===== config.mk =====
export PLATFORM = sky130hd
export DESIGN_NAME = emu_teclado
export DESIGN_NICKNAME = d
export VERILOG_FILES = /design/src/rtl/emu_teclado.sv
export SDC_FILE = /design/constraint.sdc
export NUM_CORES = 1
export LEC_CHECK = 0
export BUFFER_PORTS_ARGS = -buffer_cell sky130_fd_sc_hd__buf_2
export CELL_PAD_IN_SITES_DETAIL_PLACEMENT = 1
export CELL_PAD_IN_SITES_GLOBAL_PLACEMENT = 2
export CORE_MARGIN = 4
export CORE_UTILIZATION = 30
export CTS_CLUSTER_DIAMETER = 60
export DETAILED_ROUTE_END_ITERATION = 10
export PLACE_DENSITY_LB_ADDON = 0.1
export REMOVE_ABC_BUFFERS = 1
export SKIP_CTS_REPAIR_TIMING = 1
export SYNTH_ARGS = -nofsm -noshare
export SYNTH_HDL_FRONTEND = slang
export SYNTH_SLANG_ARGS = --single-unit

===== constraint.sdc =====
create_clock -name clk -period 6.1 [get_ports clk]
set_input_delay 1.22 -clock clk [delete_from_list [all_inputs] [get_ports clk]]
set_output_delay 1.22 -clock clk [all_outputs]
set_load 0.005 [all_outputs]

===== src/rtl/emu_teclado.sv =====
// 4x4 matrix keypad emulator: queues key codes, presses each for HOLD_CYC
// cycles, releases for GAP_CYC cycles, and answers the column scan with the
// matching row while a key is pressed.
module emu_teclado #(
  parameter int HOLD_CYC   = 8,
  parameter int GAP_CYC    = 4,
  parameter int FIFO_DEPTH = 4
) (
  input  logic       clk,
  input  logic       rst_n,
  input  logic [3:0] tecla_in,
  input  logic       tecla_valid,
  output logic       tecla_ready,
  input  logic [3:0] col,
  output logic [3:0] fila,
  output logic [4:0] tecla_actual,
  output logic       fin_pulso,
  output logic       ocupado
);

  localparam int AW   = $clog2(FIFO_DEPTH);
  localparam int MAXC = (HOLD_CYC > GAP_CYC) ? HOLD_CYC : GAP_CYC;
  localparam int CW   = (MAXC > 1) ? $clog2(MAXC) : 1;
  localparam logic [CW-1:0] HOLD_LD = CW'(HOLD_CYC - 1);
  localparam logic [CW-1:0] GAP_LD  = CW'(GAP_CYC - 1);
  localparam logic [AW:0]   FULL_CNT = (AW+1)'(FIFO_DEPTH);

  typedef enum logic [1:0] {IDLE, PRESS, GAP} state_t;

  state_t        state, state_nx;
  logic [CW-1:0] cnt, cnt_nx;
  logic [3:0]    key, key_nx;
  logic          fin_nx;

  logic [3:0]    mem [FIFO_DEPTH];
  logic [AW-1:0] wr_ptr, rd_ptr;
  logic [AW:0]   count;
  logic          push, pop;
  logic [3:0]    col_sel, row_sel;

  assign tecla_ready = (count != FULL_CNT);
  assign push        = tecla_valid && tecla_ready;
  assign ocupado     = (state != IDLE) || (count != '0);

  // FIFO storage; contents need no reset since count gates every read
  always_ff @(posedge clk) begin
    if (push) mem[wr_ptr] <= tecla_in;
  end

  // FIFO pointers and occupancy; push and pop in the same edge cancel in count
  always_ff @(posedge clk) begin
    if (!rst_n) begin
      wr_ptr <= '0;
      rd_ptr <= '0;
      count  <= '0;
    end else begin
      if (push) wr_ptr <= wr_ptr + 1'b1;
      if (pop)  rd_ptr <= rd_ptr + 1'b1;
      if (push && !pop)      count <= count + 1'b1;
      else if (pop && !push) count <= count - 1'b1;
    end
  end

  // FSM state, key register, cycle counter and end-of-press pulse
  always_ff @(posedge clk) begin
    if (!rst_n) begin
      state     <= IDLE;
      cnt       <= '0;
      key       <= '0;
      fin_pulso <= 1'b0;
    end else begin
      state     <= state_nx;
      cnt       <= cnt_nx;
      key       <= key_nx;
      fin_pulso <= fin_nx;
    end
  end

  // Next-state logic: pop on IDLE, count down PRESS then GAP
  always_comb begin
    state_nx = state;
    cnt_nx   = cnt;
    key_nx   = key;
    fin_nx   = 1'b0;
    pop      = 1'b0;
    case (state)
      IDLE: begin
        if (count != '0) begin
          pop      = 1'b1;
          key_nx   = mem[rd_ptr];
          cnt_nx   = HOLD_LD;
          state_nx = PRESS;
        end
      end
      PRESS: begin
        if (cnt == '0) begin
          fin_nx   = 1'b1;
          cnt_nx   = GAP_LD;
          state_nx = GAP;
        end else begin
          cnt_nx = cnt - 1'b1;
        end
      end
      GAP: begin
        if (cnt == '0) state_nx = IDLE;
        else           cnt_nx   = cnt - 1'b1;
      end
      default: state_nx = IDLE;
    endcase
  end

  // Key code to one-hot (column, row) position on the pad
  always_comb begin
    col_sel = 4'b0000;
    row_sel = 4'b0000;
    case (key)
      4'h1: begin col_sel = 4'b0001; row_sel = 4'b0001; end
      4'h4: begin col_sel = 4'b0001; row_sel = 4'b0010; end
      4'h7: begin col_sel = 4'b0001; row_sel = 4'b0100; end
      4'hF: begin col_sel = 4'b0001; row_sel = 4'b1000; end
      4'h2: begin col_sel = 4'b0010; row_sel = 4'b0001; end
      4'h5: begin col_sel = 4'b0010; row_sel = 4'b0010; end
      4'h8: begin col_sel = 4'b0010; row_sel = 4'b0100; end
      4'h0: begin col_sel = 4'b0010; row_sel = 4'b1000; end
      4'h3: begin col_sel = 4'b0100; row_sel = 4'b0001; end
      4'h6: begin col_sel = 4'b0100; row_sel = 4'b0010; end
      4'h9: begin col_sel = 4'b0100; row_sel = 4'b0100; end
      4'hE: begin col_sel = 4'b0100; row_sel = 4'b1000; end
      4'hA: begin col_sel = 4'b1000; row_sel = 4'b0001; end
      4'hB: begin col_sel = 4'b1000; row_sel = 4'b0010; end
      4'hC: begin col_sel = 4'b1000; row_sel = 4'b0100; end
      default: begin col_sel = 4'b1000; row_sel = 4'b1000; end
    endcase
  end

  assign fila         = ((state == PRESS) && (col == col_sel)) ? row_sel : 4'b0000;
  assign tecla_actual = (state == PRESS) ? {1'b0, key} : 5'd16;

endmodule

# Yosys cells after proc, flatten, opt, wreduce, memory -nomap -nowiden

Memory sizes are Yosys's and may differ from the RTL's. A register that Yosys moved wholly into a read port is not among the register bits.
Index checks and enable logic that the tools add are counted.

Muxes and demuxes: 17
Eq/ne operators: 8
Reduce and logical (&&, ||, !) cells: 18
$add $sub $neg: 5

Operators with widths:

| kind                                                                  | number |
|---|---|
| 3-bit 2-to-1 mux                                                      | 5 |
| 3-bit case mux with 3 select lines                                    | 1 |
| 2-bit inequality test, second input constant                          | 4 |
| 2-bit 2-to-1 mux                                                      | 3 |
| 2-bit case mux with 3 select lines                                    | 1 |
| 3-bit AND reduction                                                   | 2 |
| 3-bit nonzero test                                                    | 2 |
| 3-bit by 1-bit subtractor with 3-bit output, second input constant    | 2 |
| 1-bit 2-to-1 mux                                                      | 5 |
| 5-bit 2-to-1 mux                                                      | 1 |
| 2-bit by 1-bit adder with 2-bit output, second input constant         | 2 |
| 4-bit equality test                                                   | 1 |
| 1-bit logical AND                                                     | 4 |
| 4-bit 2-to-1 mux                                                      | 1 |
| 2-bit AND reduction                                                   | 2 |
| 2-bit nonzero test                                                    | 2 |
| 3-bit by 1-bit adder with 3-bit output, second input constant         | 1 |
| 1-bit zero test                                                       | 3 |
| 3-bit zero test                                                       | 1 |
| 3-bit inequality test, second input constant                          | 1 |
| 2-bit by 1-bit equality test with 1-bit output, second input constant | 1 |
| 2-bit equality test, second input constant                            | 1 |
| 2-bit zero test                                                       | 1 |
| 1-bit logical OR                                                      | 1 |

Output and inout bits: 12
Input port bits: 11
Memories: 2
Word-level logic and storage cells: 56
RAM bits: 16
Register bits: 13
ROM bits: 128

Memory list:

| name            | words | bits a word | rd ports | clocked after Yosys merged registers in | write ports | line | source |
|---|---|---|---|---|---|---|---|
| (no name shown) | 16    | 8           | 1        | 0                                       | 0           | 116  | `case (key)` |
| mem             | 4     | 4           | 1        | 1                                       | 1           | 35   | `logic [3:0] mem [FIFO_DEPTH];` |

# Logic depth before layout (Yosys ltp)

Gate-level depths: netlist (run 1).

Word-level depth: 6
Mapped depth: 11
Mapped depth without buffers: 10

# Least setup slack after synthesis (run 1)

OpenSTA, ideal clock, no wires.

Path type: in2out
Start: in col[3]
End: out fila[0]
Stages: 3
Required time: 4.880 ns
Data arrival time: 1.805 ns
Slack: 3.075 ns
Buffers on the path: 0
Path through: a211oi_2 -> o21ai_0 -> nor4_1

Word-level cells in the longest chain between the ends: 3

RTL lines:

| element             | line | source |
|---|---|---|
| start: declaration  | 14   | `input logic [3:0] col,` |
| 4-bit equality test | 136  | `assign fila = ((state == PRESS) && (col == col_sel)) ? row_sel : 4'b0000;` |
| 1-bit logical AND   | 136  |  |
| 4-bit 2-to-1 mux    | 136  |  |
| end: declaration    | 15   | `output logic [3:0] fila,` |

Every way passes these cells.

# Final worst setup path (run 1)

Ends and elaborated chain as after synthesis.

==> results of run 1 <==
-- state kept, by name, summed over array words and instances, names as in the netlist --
| signal | cells |
|---|---|
| cnt | 3 |
| count | 3 |
| fin_pulso | 1 |
| key | 4 |
| mem | 16 |
| rd_ptr | 2 |
| state | 2 |
| wr_ptr | 2 |
-- cells by family after synthesis --
| group | share of synthesized area [%] |
|---|---|
| compound gates | 13.1 |
| xor+xnor | 4.14 |
| fa+ha+maj | 11.6 |
| buf+inv | 4.80 |
| flops | 43.1 |
| mux | 6.83 |
| simple gates | 16.5 |
-- cells in the final DEF (no fill, tap or decap), drive strengths merged, types with 5 or more instances in the layout --
cell	synthesis	layout
nor2	13	13
xor2	6	6
and2	7	7
buf	6	22
o21ai	8	8
clkbuf	1	5
ha	16	16
inv	13	13
edfxtp	16	16
nand2	18	18
dfxtp	17	17
a21oi	12	12
-- area by class of cell --
cell class              count  area, um2  area share, %
clock buffers               5       68.8           3.16
inverters                  13       48.8           2.24
multi-input cells         127        992           45.5
clock inverters             3       46.3           2.12
flip-flops and latches     33        821           37.6
repair buffers             22        110           5.05
well taps                  75       93.8           4.30
-- stage by stage --
| stage | area [um2] | setup slack, ps | hold slack, ps |
|---|---|---|---|
| finish | 2180 | 2710 | 478 |
| global route | 2180 | 2500 | 523 |
| CTS | 2180 | 2650 | 485 |
| detailed placement | 2070 | 2670 | 474 |
| global placement | 2070 | 2850 | 462 |
| floorplan | 1860 | 3080 | 449 |
-- power by group --
part	leakage [nW]	switching, mW	internal [mW]
combinational	0.520	0.260	0.211
clock	0.0543	0.0876	0.122
sequential	0.287	0.0754	0.284
-- per-layer routing --
metal | wire length [um] | up-vias | GRT usage, %
li1 | - | 674 | -
met1 | 1740 | 664 | 13.9
met2 | 2150 | 20 | 21.2
met4 | 51 | 0 | 3.77
met3 | 170 | 5 | 3.10
met5 | 0 | - | 0
-- worst paths after layout --
path              startpoint  slack (ps)  endpoint  depth (start not counted)
setup / recovery      col[3]        2710   fila[0]                          5
hold reg to reg     state[0]         480  state[0]                          2
hold / removal      state[0]         480  state[0]                          2
setup reg to reg    state[1]        3730  count[2]                         10
-- Yosys cell counts, drive strengths merged (6+ instances only) --
cell type	number	share of area, %
a21oi	12	3.2
buf	6	2.0
and2	7	2.3
dfxtp	17	18
o21ai	8	2.1
ha	16	11
edfxtp	16	25
nor2	13	2.6
inv	13	2.6
nand2	18	3.5
xor2	6	2.8
-- critical path: cells and delay by family --
family / cells / cell delay [ps]
and+or+nand+nor: 1 / 210
buffers and inverters: 2 / 280
AOI/OAI and AO/OA: 2 / 460
==> metrics.log, run 1 <==
[metrics] ys flop type: dfxtp_1
[metrics] clock skew: 5.31 ps
[metrics] power consumption: 1.04 mW
[metrics] Total Wirelength: 4.11 mm
[metrics] cell count after placement: 270
[metrics] cell-by-cell listing of the critical path: buf_2 > a211oi_2 > o21ai_0 > nor4_1 > buf_2
[metrics] maximum fanout encountered on the critical timing path: 4
[metrics] peak per-stage delay on the critical path: 290 ps
[metrics] antenna violations before repair: 0
[metrics] number of max-cap violations: 0
[metrics] via total after detailed routing: 1363
[metrics] type of element launching the critical path: input port
[metrics] DRC Markers: 0
[metrics] Peak Freq: 295 MHz
[metrics] Layout fillers: 690
[metrics] wire length of the first global-routing pass: 7.05 mm
[metrics] final count of pins violating max slew: 0
[metrics] power per cell area: 477 nW/um2
[metrics] clock slew seen by the registers of the worst setup and hold paths: 70 ps
[metrics] pin count of the biggest net entering global routing: 18
[metrics] via count of the first global-routing pass: 1450
[metrics] area of the die: 7690 um2
[metrics] utilization after layout: 36.2%
[metrics] overflow left after global routing: 0
[metrics] kind of capture point of the worst setup path: output pin
[metrics] final-report hold violation count: 0
[metrics] CTS tree: built
[metrics] required time worst endpoint: 4880 ps
[metrics] cell seen most often among critical-path stages: buf_2
[metrics] slew margin rel.: 61.1%
[metrics] routed via count divided by cell count: 4.90
[metrics] Worst-Margin Slew: 582 ps
[metrics] min cycle time layout: 3390 ps
[metrics] Hold/Removal Path Class: reg2reg
[metrics] Setup-failing EPs final: 0
[metrics] antenna-violating nets left: 0
[metrics] start-to-end type of the worst setup path: in2out
[metrics] detail-routed net length per standard cell: 14.8 um
[metrics] number of enable-type register cells in the synthesized netlist: 16
[metrics] detailed router's first-iteration violation count: 33
[metrics] total standard cell area after synthesis: 1900 um2
[metrics] floorplan die width: 87.7 um
[metrics] unrepaired setup endpoints after global routing: false
[metrics] cell count after synthesis: 180
[metrics] HPWL after detailed placement: 3.17 mm
[metrics] vertical extent of the die: 87.7 um
[metrics] FP Rows: 28
[metrics] Core Box Area: 6030 um2
[metrics] post-synth cell types: 41
[metrics] post-synthesis average cell area: 10.6 um2
[metrics] run status: finished clean
[metrics] count of buffers inserted at the top-level ports: 22
[metrics] leakage dissipation: 0.861 nW
[metrics] Post-Layout Cell Count: 278
[metrics] synthesized flop and latch total: 33
[metrics] post-route clock period utilization: 55.5%
[metrics] sink count of the clock tree: 33
[metrics] CTS Root Cell: clkbuf_8
[metrics] Fin Setup TNS: 0 ps
[metrics] number of warnings issued by yosys: 0
[metrics] number of buffers created by CTS: 5
[metrics] Final nets: 230
[metrics] I/O pin total: 23
[metrics] detailed-routing iteration count for the pre-antenna-repair pass: 3
[metrics] aggregate global-route resource usage: 11.9%
[metrics] total inserted antenna cells: 0
[metrics] later-pin clock latency in the skew report: 280 ps
[metrics] async set-or-reset flop fraction in the synthesized netlist: 0%
[metrics] IR drop worst, VDD: 0.000174 V
[metrics] Area Growth Syn to Fin: 14.5%
[metrics] final RePlAce weighted congestion: 0.734
[metrics] H-tree lvl count: 2
[metrics] Initial Util: 31.6%
[metrics] post-synthesis sequential area ratio: 43.1%
[metrics] fraction of final layout cells with drive strength greater than 1: 21.7%
[metrics] slowest stage cell, crit path: a211oi_2
[metrics] Max Root-Sink Buffers: 2
[metrics] Worst EP arrival: 2170 ps
Note: power is estimated with default switching activity, not from simulation.
==> run 2, diff against run 1 <==
- clock period: 6.1 -> 3.38 ns (I/O delays scaled with it)
==> run 2 against run 1 <==
Compared with the run above: combinational power rose by 77%; clock power increased by 80%; sequential cell count is the same; count of clock-buffer cells in the layout unchanged; via count shrank 0.95%; total power is 79% higher; routed wire length down 2.2%; register-to-register slack lost 2700 ps; non-clock buffer count is the same; first-iteration DRC count down 12%; die area unchanged.
==> metrics.log, run 2 (synthesis gave the netlist of run 1 again) <==
[metrics] CP Buf/Inv Count: 2
[metrics] run status: finished clean
[metrics] required time worst endpoint: 2700 ps
[metrics] slew margin rel.: 61.6%
[metrics] register name with the most flops: mem
[metrics] DRC Markers: 0
[metrics] Core Box Area: 6030 um2
[metrics] detail-routed net length per standard cell: 14.4 um
[metrics] number of max-cap violations: 0
[metrics] type of element launching the critical path: flop
[metrics] Post-Layout Cell Count: 278
[metrics] final-report hold violation count: 0
[metrics] Hold/Removal Path Class: reg2reg
[metrics] detailed-routing iteration count for the pre-antenna-repair pass: 4
[metrics] Fin Setup TNS: 0 ps
[metrics] fraction of final layout cells with drive strength greater than 1: 21.7%
[metrics] Total Wirelength: 4.02 mm
[metrics] worst setup margin: 587 ps
[metrics] via count of the first global-routing pass: 1486
[metrics] critical hold path startpoint: state[0]
[metrics] top library cells by usage in the layout, fill and taps aside: 22 x buf_2, 18 x nand2_1, 17 x dfxtp_1
[metrics] Peak Freq: 358 MHz
[metrics] number of buffers created by CTS: 5
[metrics] Initial Util: 31.6%
[metrics] leading registers by flop count: mem x16, key x4
[metrics] Max Root-Sink Buffers: 2
[metrics] unrepaired setup endpoints after global routing: false
[metrics] Worst EP arrival: 2120 ps
[metrics] IR drop worst, VDD: 0.000261 V
[metrics] most common library cell in the layout ignoring fill and taps: buf_2
[metrics] Area Growth Syn to Fin: 14.5%
[metrics] cell-by-cell listing of the critical path: inv_1 > ha_1 > nor2b_4 > o31ai_4 > xnor2_1 > nor4_1 > buf_2
[metrics] pre-CTS setup slack: 888 ps
[metrics] final non-filler cell area: 2180 um2
[metrics] CTS Root Cell: clkbuf_8
[metrics] floorplan die width: 87.7 um
[metrics] cell count after placement: 270
[metrics] power per cell area: 854 nW/um2
[metrics] Post-DP Area: 2070 um2
[metrics] overflow left after global routing: 0
[metrics] max reg flops: 16
[metrics] later-pin clock latency in the skew report: 290 ps
[metrics] Worst-Margin Slew: 576 ps
[metrics] HPWL after detailed placement: 3.20 mm
[metrics] clock slew seen by the registers of the worst setup and hold paths: 80 ps
[metrics] start-to-end type of the worst setup path: reg2out
[metrics] wire length of the first global-routing pass: 6.94 mm
[metrics] FP Rows: 28
[metrics] final count of pins violating max slew: 0
[metrics] final RePlAce weighted congestion: 0.755
[metrics] area of the die: 7690 um2
[metrics] maximum fanout encountered on the critical timing path: 6
[metrics] min cycle time layout: 2790 ps
[metrics] utilization after layout: 36.2%
[metrics] peak per-stage delay on the critical path: 450 ps
[metrics] antenna violations before repair: 0
[metrics] H-tree lvl count: 2
[metrics] post-route clock period utilization: 82.6%
[metrics] cell class contributing the biggest share of worst-path delay: flip-flops
[metrics] pin count of the biggest net entering global routing: 18
[metrics] routed via count divided by cell count: 4.86
[metrics] antenna-violating nets left: 0
[metrics] I/O pin total: 23
[metrics] origin of the worst setup path: key[1]
[metrics] Setup-failing EPs final: 0
[metrics] Final nets: 230
[metrics] count of buffers inserted at the top-level ports: 22
[metrics] slowest stage cell, crit path: dfxtp_1
[metrics] sink count of the clock tree: 33
[metrics] vertical extent of the die: 87.7 um
[metrics] via total after detailed routing: 1350
[metrics] total inserted antenna cells: 0
[metrics] kind of capture point of the worst setup path: output pin
[metrics] CTS tree: built
[metrics] leakage dissipation: 0.861 nW
[metrics] clock skew: 9.20 ps
[metrics] Critical R2R Launch: state[1]
[metrics] detailed router's first-iteration violation count: 29
[metrics] aggregate global-route resource usage: 11.8%
[run 2: final timing paths]
| path | slack [ps] | cells past startpoint | end |
|---|---|---|---|
| worst max-delay path | 590 | 7 | fila[2] |
| worst max register to register | 1010 | 10 | count[2] |
| worst min-delay path | 490 | 2 | state[0] |
| worst min register to register | 490 | 2 | state[0] |
[run 2: cell type report]
cell class,instances,area [um2]
inverter,13,48.8
timing repair buffer,22,110
multi-input combinational,127,992
tap,75,93.8
clock buffer,5,68.8
sequential,33,821
fill,698,3840
clock inverter,3,46.3
[run 2: per-stage QoR]
step,hold WS [ps],power [mW]
after floorplan,449,1.28
after global placement,463,1.48
after detailed placement,475,1.51
after CTS,491,1.90
after global routing,508,2.03
final,485,1.86
[run 2: worst min-delay path, delay by kind of cell, from the launching register on]
family          cells  cell delay [ps]
flops               1              330
simple gates        1               60
compound gates      1               50
[run 2: per-layer routing]
metal	up-vias	share of wire (%)	GRT usage, %
met1	652	43	13.0
li1	673	-	-
met4	0	1.2	4.46
met3	5	3.9	3.48
met2	20	51	21.3
met5	-	0	0
[run 2: power breakdown]
part | internal, mW | switching [mW] | leakage (nW)
sequential | 0.512 | 0.136 | 0.287
combinational | 0.380 | 0.457 | 0.520
clock | 0.221 | 0.157 | 0.0543
total | 1.11 | 0.749 | 0.861
